`config.mk`:
```
export PLATFORM = sky130hd
export DESIGN_NAME = full_receiver
export DESIGN_NICKNAME = d
export VERILOG_FILES = /design/src/rtl/full_receiver.sv
export SDC_FILE = /design/constraint.sdc
export NUM_CORES = 1
export LEC_CHECK = 0
export CAP_MARGIN = 20
export CORE_MARGIN = 2
export CORE_UTILIZATION = 35
export DETAILED_ROUTE_END_ITERATION = 6
export SLEW_MARGIN = 20
export SYNTH_ARGS = -nofsm -noshare
export SYNTH_HDL_FRONTEND = slang
export SYNTH_SLANG_ARGS = --single-unit
```
`constraint.sdc`:
```
create_clock -name clk -period 2.1 [get_ports clk]
set_input_delay 0.42 -clock clk [delete_from_list [all_inputs] [get_ports clk]]
set_output_delay 0.42 -clock clk [all_outputs]
set_load 0.005 [all_outputs]
```
`src/rtl/full_receiver.sv`:
```
`timescale 1ns / 1ps
// Serial-to-word receiver: decodes four 8N1 frames (MSB first) into one 32-bit word,
// first byte in data[31:24], with valid strobe and framing/gap-timeout error strobe.
module full_receiver #(
    parameter int unsigned CLKS_PER_BIT = 16,
    parameter int unsigned GAP_BITS     = 20
) (
    input  logic        clk,
    input  logic        rst_n,
    input  logic        RxD,
    output logic [31:0] data,
    output logic        valid,
    output logic        frame_err,
    output logic        busy
);

    localparam int unsigned HalfBit = CLKS_PER_BIT / 2;
    localparam int unsigned GapCyc  = GAP_BITS * CLKS_PER_BIT;
    localparam int unsigned CntW    = $clog2(CLKS_PER_BIT);
    localparam int unsigned GapW    = $clog2(GapCyc);

    typedef enum logic [1:0] {StIdle, StStart, StData, StStop} state_t;

    state_t            state_q, state_d;
    logic              rx_meta_q, rx_sync_q, rx_prev_q;
    logic [CntW-1:0]   clk_cnt_q, clk_cnt_d;
    logic [2:0]        bit_cnt_q, bit_cnt_d;
    logic [1:0]        byte_cnt_q, byte_cnt_d;
    logic [GapW-1:0]   gap_cnt_q, gap_cnt_d;
    logic [7:0]        shift_q, shift_d;
    logic [31:0]       word_q, word_d;
    logic [31:0]       data_q, data_d;
    logic              valid_q, valid_d;
    logic              ferr_q, ferr_d;
    logic              busy_q, busy_d;
    logic              fall;

    assign fall = rx_prev_q & ~rx_sync_q;

    always_comb begin
        state_d    = state_q;
        clk_cnt_d  = clk_cnt_q;
        bit_cnt_d  = bit_cnt_q;
        byte_cnt_d = byte_cnt_q;
        gap_cnt_d  = gap_cnt_q;
        shift_d    = shift_q;
        word_d     = word_q;
        data_d     = data_q;
        valid_d    = 1'b0;
        ferr_d     = 1'b0;
        unique case (state_q)
            StIdle: begin
                if (fall) begin
                    // The detect cycle itself counts as clk_cnt 0.
                    state_d   = StStart;
                    clk_cnt_d = CntW'(1);
                    gap_cnt_d = '0;
                end else if (byte_cnt_q != 2'd0) begin
                    if (gap_cnt_q == GapW'(GapCyc - 1)) begin
                        ferr_d     = 1'b1;
                        byte_cnt_d = 2'd0;
                        gap_cnt_d  = '0;
                    end else begin
                        gap_cnt_d = gap_cnt_q + 1'b1;
                    end
                end
            end
            StStart: begin
                if (clk_cnt_q == CntW'(HalfBit)) begin
                    clk_cnt_d = '0;
                    bit_cnt_d = 3'd0;
                    state_d   = rx_sync_q ? StIdle : StData;
                end else begin
                    clk_cnt_d = clk_cnt_q + 1'b1;
                end
            end
            StData: begin
                if (clk_cnt_q == CntW'(CLKS_PER_BIT - 1)) begin
                    clk_cnt_d = '0;
                    shift_d   = {shift_q[6:0], rx_sync_q};
                    bit_cnt_d = bit_cnt_q + 1'b1;
                    if (bit_cnt_q == 3'd7) begin
                        state_d = StStop;
                    end
                end else begin
                    clk_cnt_d = clk_cnt_q + 1'b1;
                end
            end
            StStop: begin
                if (clk_cnt_q == CntW'(CLKS_PER_BIT - 1)) begin
                    // Leaving mid stop bit lets a back-to-back start edge be seen.
                    clk_cnt_d = '0;
                    state_d   = StIdle;
                    if (!rx_sync_q) begin
                        ferr_d     = 1'b1;
                        byte_cnt_d = 2'd0;
                    end else if (byte_cnt_q == 2'd3) begin
                        data_d     = {word_q[31:8], shift_q};
                        valid_d    = 1'b1;
                        byte_cnt_d = 2'd0;
                    end else begin
                        unique case (byte_cnt_q)
                            2'd0:    word_d[31:24] = shift_q;
                            2'd1:    word_d[23:16] = shift_q;
                            default: word_d[15:8]  = shift_q;
                        endcase
                        byte_cnt_d = byte_cnt_q + 1'b1;
                    end
                end else begin
                    clk_cnt_d = clk_cnt_q + 1'b1;
                end
            end
            default: state_d = StIdle;
        endcase
        busy_d = (state_d != StIdle) | (byte_cnt_d != 2'd0);
    end

    always_ff @(posedge clk or negedge rst_n) begin
        if (!rst_n) begin
            rx_meta_q  <= 1'b1;
            rx_sync_q  <= 1'b1;
            rx_prev_q  <= 1'b1;
            state_q    <= StIdle;
            clk_cnt_q  <= '0;
            bit_cnt_q  <= 3'd0;
            byte_cnt_q <= 2'd0;
            gap_cnt_q  <= '0;
            shift_q    <= 8'd0;
            word_q     <= 32'd0;
            data_q     <= 32'd0;
            valid_q    <= 1'b0;
            ferr_q     <= 1'b0;
            busy_q     <= 1'b0;
        end else begin
            rx_meta_q  <= RxD;
            rx_sync_q  <= rx_meta_q;
            rx_prev_q  <= rx_sync_q;
            state_q    <= state_d;
            clk_cnt_q  <= clk_cnt_d;
            bit_cnt_q  <= bit_cnt_d;
            byte_cnt_q <= byte_cnt_d;
            gap_cnt_q  <= gap_cnt_d;
            shift_q    <= shift_d;
            word_q     <= word_d;
            data_q     <= data_d;
            valid_q    <= valid_d;
            ferr_q     <= ferr_d;
            busy_q     <= busy_d;
        end
    end

    assign data      = data_q;
    assign valid     = valid_q;
    assign frame_err = ferr_q;
    assign busy      = busy_q;

endmodule

```
### Word-level counts from Yosys, hierarchy flattened

Cells that the tools add are included.

| word-level totals | value |
|---|---|
| register bits after elaboration | 90 |
| input bits | 3 |
| output and inout port bits | 35 |
| logic and storage cells | 87 |

| operators by class | value |
|---|---|
| $add $sub $neg | 4 |
| equality and inequality tests | 12 |
| mux-type cells | 34 |
| bitwise logic cells | 5 |
| reductions and logical operators | 16 |

Operator list:

| cell | number |
|---|---|
| two-way mux 9 bit | 3 |
| two-way mux 2 bit | 12 |
| AND reduction 5 bit | 3 |
| two-way mux 4 bit | 3 |
| one-hot mux 4 bit (3 select lines) | 1 |
| nonzero test 2 bit | 5 |
| adder 9 x 1 -> 9 bit, second input constant | 1 |
| == test 9 bit, second input constant | 1 |
| two-way mux 1 bit | 9 |
| == test 4 bit, second input constant | 2 |
| one-hot mux 2 bit (4 select lines) | 1 |
| == test 2 bit, second input constant | 3 |
| two-way mux 3 bit | 2 |
| inequality test 2 bit, second input constant | 3 |
| one-hot mux 3 bit (2 select lines) | 1 |
| adder 4 x 1 -> 4 bit, second input constant | 1 |
| == test 2 x 1 -> 1 bit, second input constant | 2 |
| zero test 2 bit | 2 |
| one-hot mux 2 bit (2 select lines) | 1 |
| AND reduction 2 bit | 2 |
| AND reduction 4 bit | 1 |
| OR reduction 2 bit | 2 |
| adder 3 x 1 -> 3 bit, second input constant | 1 |
| == test 3 bit, second input constant | 1 |
| 6 further kinds | 8 |

### Depth between registers and ports, before layout

| depth | value |
|---|---|
| depth in word-level cells | 7 |
| depth in mapped cells | 8 |
| depth with buffers taken out | 6 |

### Least setup slack after synthesis

No wires, ideal clock.

| path | value |
|---|---|
| path kind | register to register |
| from | reg clk_cnt_q[0] |
| to | reg data_q[10] (netlist: data[10]) |
| setup time | 125 ps |
| arrival | 1837 ps |
| required time | 1975 ps |
| path slack | 138 ps |
| stages on the path, launching flop included | 9 |
| buffers on the path | 3 |
| clock period less this slack | 1962 ps |
| path through | dfrtp_1 -> ha_1 -> and3_1 -> buf_2 -> and3_1 -> buf_4 -> nand2_4 -> buf_6 -> mux2_4 |

| between the ends | value |
|---|---|
| longest elaborated chain between the ends | 2 |

Ends and longest elaborated chain:

| element | line | RTL |
|---|---|---|
| start: declaration | 26 | `logic [CntW-1:0] clk_cnt_q, clk_cnt_d;` |
| start signal: assignment | 139 | `clk_cnt_q <= clk_cnt_d;` |
| == test 4 bit | 90 | `if (clk_cnt_q == CntW'(CLKS_PER_BIT - 1)) begin` |
| AND reduction 4 bit (no source line) | - |  |
| end signal: assignment | 145 | `data_q <= data_d;` |
| end: declaration | 32 | `logic [31:0] data_q, data_d;` |

No other way between the ends.
A chain may end at the register's enable or synchronous reset.

### Worst setup path in the final report

| path | value |
|---|---|
| from | reg clk_cnt_q[0] |
| to | reg data_q[22] (netlist: data[22]) |

The elaborated chain is that of the path after synthesis.

==> flow_metrics.tcl <==
set metrics [dict create \
    yosysSeqAreaShare_pct 55.9 \
    track_usage_pct 12.7 \
    n_antenna_cell 0 \
    critPathTopFamily "simple AND/OR/NAND/NOR gates" \
    yosysMostFrequentCell "dfrtp_1" \
    leakagePower_nw 2.42 \
    path_max_fanout 21 \
    rsz0062_at_grt "false" \
    clock_latency_ns 0.33 \
    ys_warn_count 0 \
    io_pins 38 \
    post-route-period-util_pct 93.6 \
    vias 2432 \
    start_util_pct 35.7 \
    finalPower_mw 3.80 \
    die-area_um2 12400 \
    routed_wl_mm 7.49 \
    worst-path-buf-inv 1 \
    slew_violations 0 \
    powerDensity_nw_per_um2 763 \
    final_core_util_pct 44.0 \
    drc_errors 0 \
    max-vdd-ir-drop_v 0.000333 \
    wire_per_inst_um 15.3 \
    placed_area_um2 4660 \
    ys_types 48 \
    grt_max_degree 51 \
    relSlewSlack_pct 67.7 \
    cpMostUsedCell "and3_1" \
    finalSetupViolCount 0 \
    die_y_um 111 \
    crit_type "reg -> reg" \
    synth_edf_count 0 \
    worst_slew_pin_slew_ns 0.479 \
    core_um2 11300 \
    htree_levels 3 \
    firstDrtPassIters 6 \
    dp_hpwl_mm 5.23 \
    dieWidth_um 111 \
    synthCells 288 \
    clock-sinks 90 \
    fillers 1045 \
    fin_nets 358 \
    cpPeakStageDelay_ns 0.41 \
    antenna_found_initial 0 \
    rows 39 \
    synth_nets 304 \
    cts_tree "done" \
    clock_skew_ns 0.00803 \
    place_ws_ns 0.152 \
    worst_setup_path_start_kind "register" \
    synth_top_area_share_pct 53.9 \
    drt_iter0_drc 95 \
    grt_overflow_total 0 \
    gp_congestion 0.795 \
    synthArstFlopShare_pct 100 \
    grt_pass1_wl_mm 12.6 \
    max_freq_ghz 0.509 \
    first_global_vias 2436 \
    cts_root_buffer "clkbuf_16" \
    synth_common_cells "dfrtp_1, mux2_2, mux2_4" \
    port_buffers 37 \
    status "complete, no violations" \
    setup_ws_ns 0.135 \
    final_layout_size_suffix_gt1_share_pct 31.7 \
    final_cell_area_um2 4980 \
    endpoint_kind "register" \
    vias_per_cell 4.96 \
    hold_viol_final 0 \
    synth_ff_type "dfrtp_1" \
    post_cts_buffers 0 \
    fin_setup_tns_ns 0 \
    crit_chain "ha_1 -> and3_1 -> and3_1 -> nand2_4 -> buf_12 -> mux2_4" \
    synth_area_um2 4040 \
    synth_top_area_cell "dfrtp_1" \
    cp_data_arrival_time_ns 2.18 \
    ant_nets 0 \
    clkTransAtPathRegs_ns 0.06 \
    fin_crit_ns 1.96 \
    maxCapViolations 0 \
    cp_slowest_cell "dfrtp_1" \
    cp.required_ns 2.32 \
    synth.area.top_cells "dfrtp_1, mux2_4, mux2_2" \
    hold_path.class "reg -> reg" \
    area_growth_pct 23.3 \
    synth_area_per_cell_um2 14.0 \
    cts_made_buffers 9 \
    clock_path_buffers 2 \
    synth_seq_cells 90 \
]
[where the power goes]
group / internal [mW] / switching (mW)
clock network: 0.930 / 0.678
registers: 1.78 / 0.0406
logic: 0.148 / 0.222
total: 2.86 / 0.941
[placed cells by master, fill, tap and decap left out, types with 2 or more instances in the layout]
cell type,n
a21o_1,2
a21oi_1,4
a22o_1,9
a22o_2,2
and3_1,3
buf_12,3
buf_4,12
clkbuf_16,9
clkdlybuf4s50_1,36
clkinvlp_4,2
dfrtp_1,87
dfstp_2,3
ha_1,13
inv_1,9
inv_6,2
mux2_2,37
mux2_4,29
nand2_1,8
nand2b_1,2
nand3_1,6
nand3b_2,2
nand4_1,4
nand4b_1,2
nor2_1,7
nor2b_1,5
nor3_1,4
o211ai_1,2
o21ai_0,12
o311ai_0,2
o31ai_1,3
xor2_1,2
[area by class of cell]
type | instances | area (µm²) | share of cell area [%]
sequential | 90 | 2260 | 45.3
multi-input combinational | 180 | 1690 | 33.9
timing repair buffer | 52 | 520 | 10.5
clock buffer | 9 | 225 | 4.52
tap | 143 | 179 | 3.59
clock inverter | 7 | 76.3 | 1.53
inverter | 9 | 33.8 | 0.678
[worst paths after layout]
| check | slack [ns] | from | depth (start not counted) | end |
|---|---|---|---|---|
| setup / recovery | 0.14 | clk_cnt_q[0] | 6 | data[22] |
| hold / removal | 0.36 | rx_meta_q | 0 | rx_sync_q |
| setup reg to reg | 0.14 | clk_cnt_q[0] | 6 | data[22] |
| hold reg to reg | 0.36 | rx_meta_q | 0 | rx_sync_q |
| max in group asynchronous | 0.96 | rst_n | 3 | rx_meta_q |
| min in group asynchronous | 0.53 | rst_n | 2 | valid |
[sequential cells by signal, indices dropped and copies added (netlist names)]
name / cells
word_q: 24
bit_cnt_q: 3
valid: 1
rx_meta_q: 1
shift_q: 8
busy: 1
rx_prev_q: 1
byte_cnt_q: 2
rx_sync_q: 1
state_q: 2
frame_err: 1
data: 32
clk_cnt_q: 4
gap_cnt_q: 9
[layer usage]
layer | routed length (µm) | GRT usage, % | vias to the layer above
met5 | 0 | 0 | -
met4 | 120 | 4.69 | 0
met3 | 230 | 3.05 | 11
met2 | 3660 | 20.6 | 35
met1 | 3480 | 16.6 | 1217
li1 | - | - | 1169
[what timing repair did]
item | CTS | global route
resized for setup | 0 | 1
hold buffers | 1 | 0
endpoints found under the hold margin | 20 | 0
setup endpoints to repair | 0 | 1
[cell families after synthesis]
| logic type | count (synthesis) | share of synthesized area, % |
|---|---|---|
| DFF | 90 | 55.9 |
| muxes | 66 | 21.1 |
| and+or+nand+nor | 53 | 7.72 |
| AOI/OAI and AO/OA | 45 | 8.18 |
| buffers and inverters | 18 | 2.45 |
| adders and majority gates | 13 | 4.03 |
| xor gates and xnor gates | 3 | 0.651 |
[through the flow]
stage	cells	hold WS (ns)
after detailed placement	473	0.342
after global placement	473	0.341
after CTS	490	0.358
after global routing	490	0.367
final	490	0.358
after floorplan	288	0.124
Power figures use the tool's default switching activity.
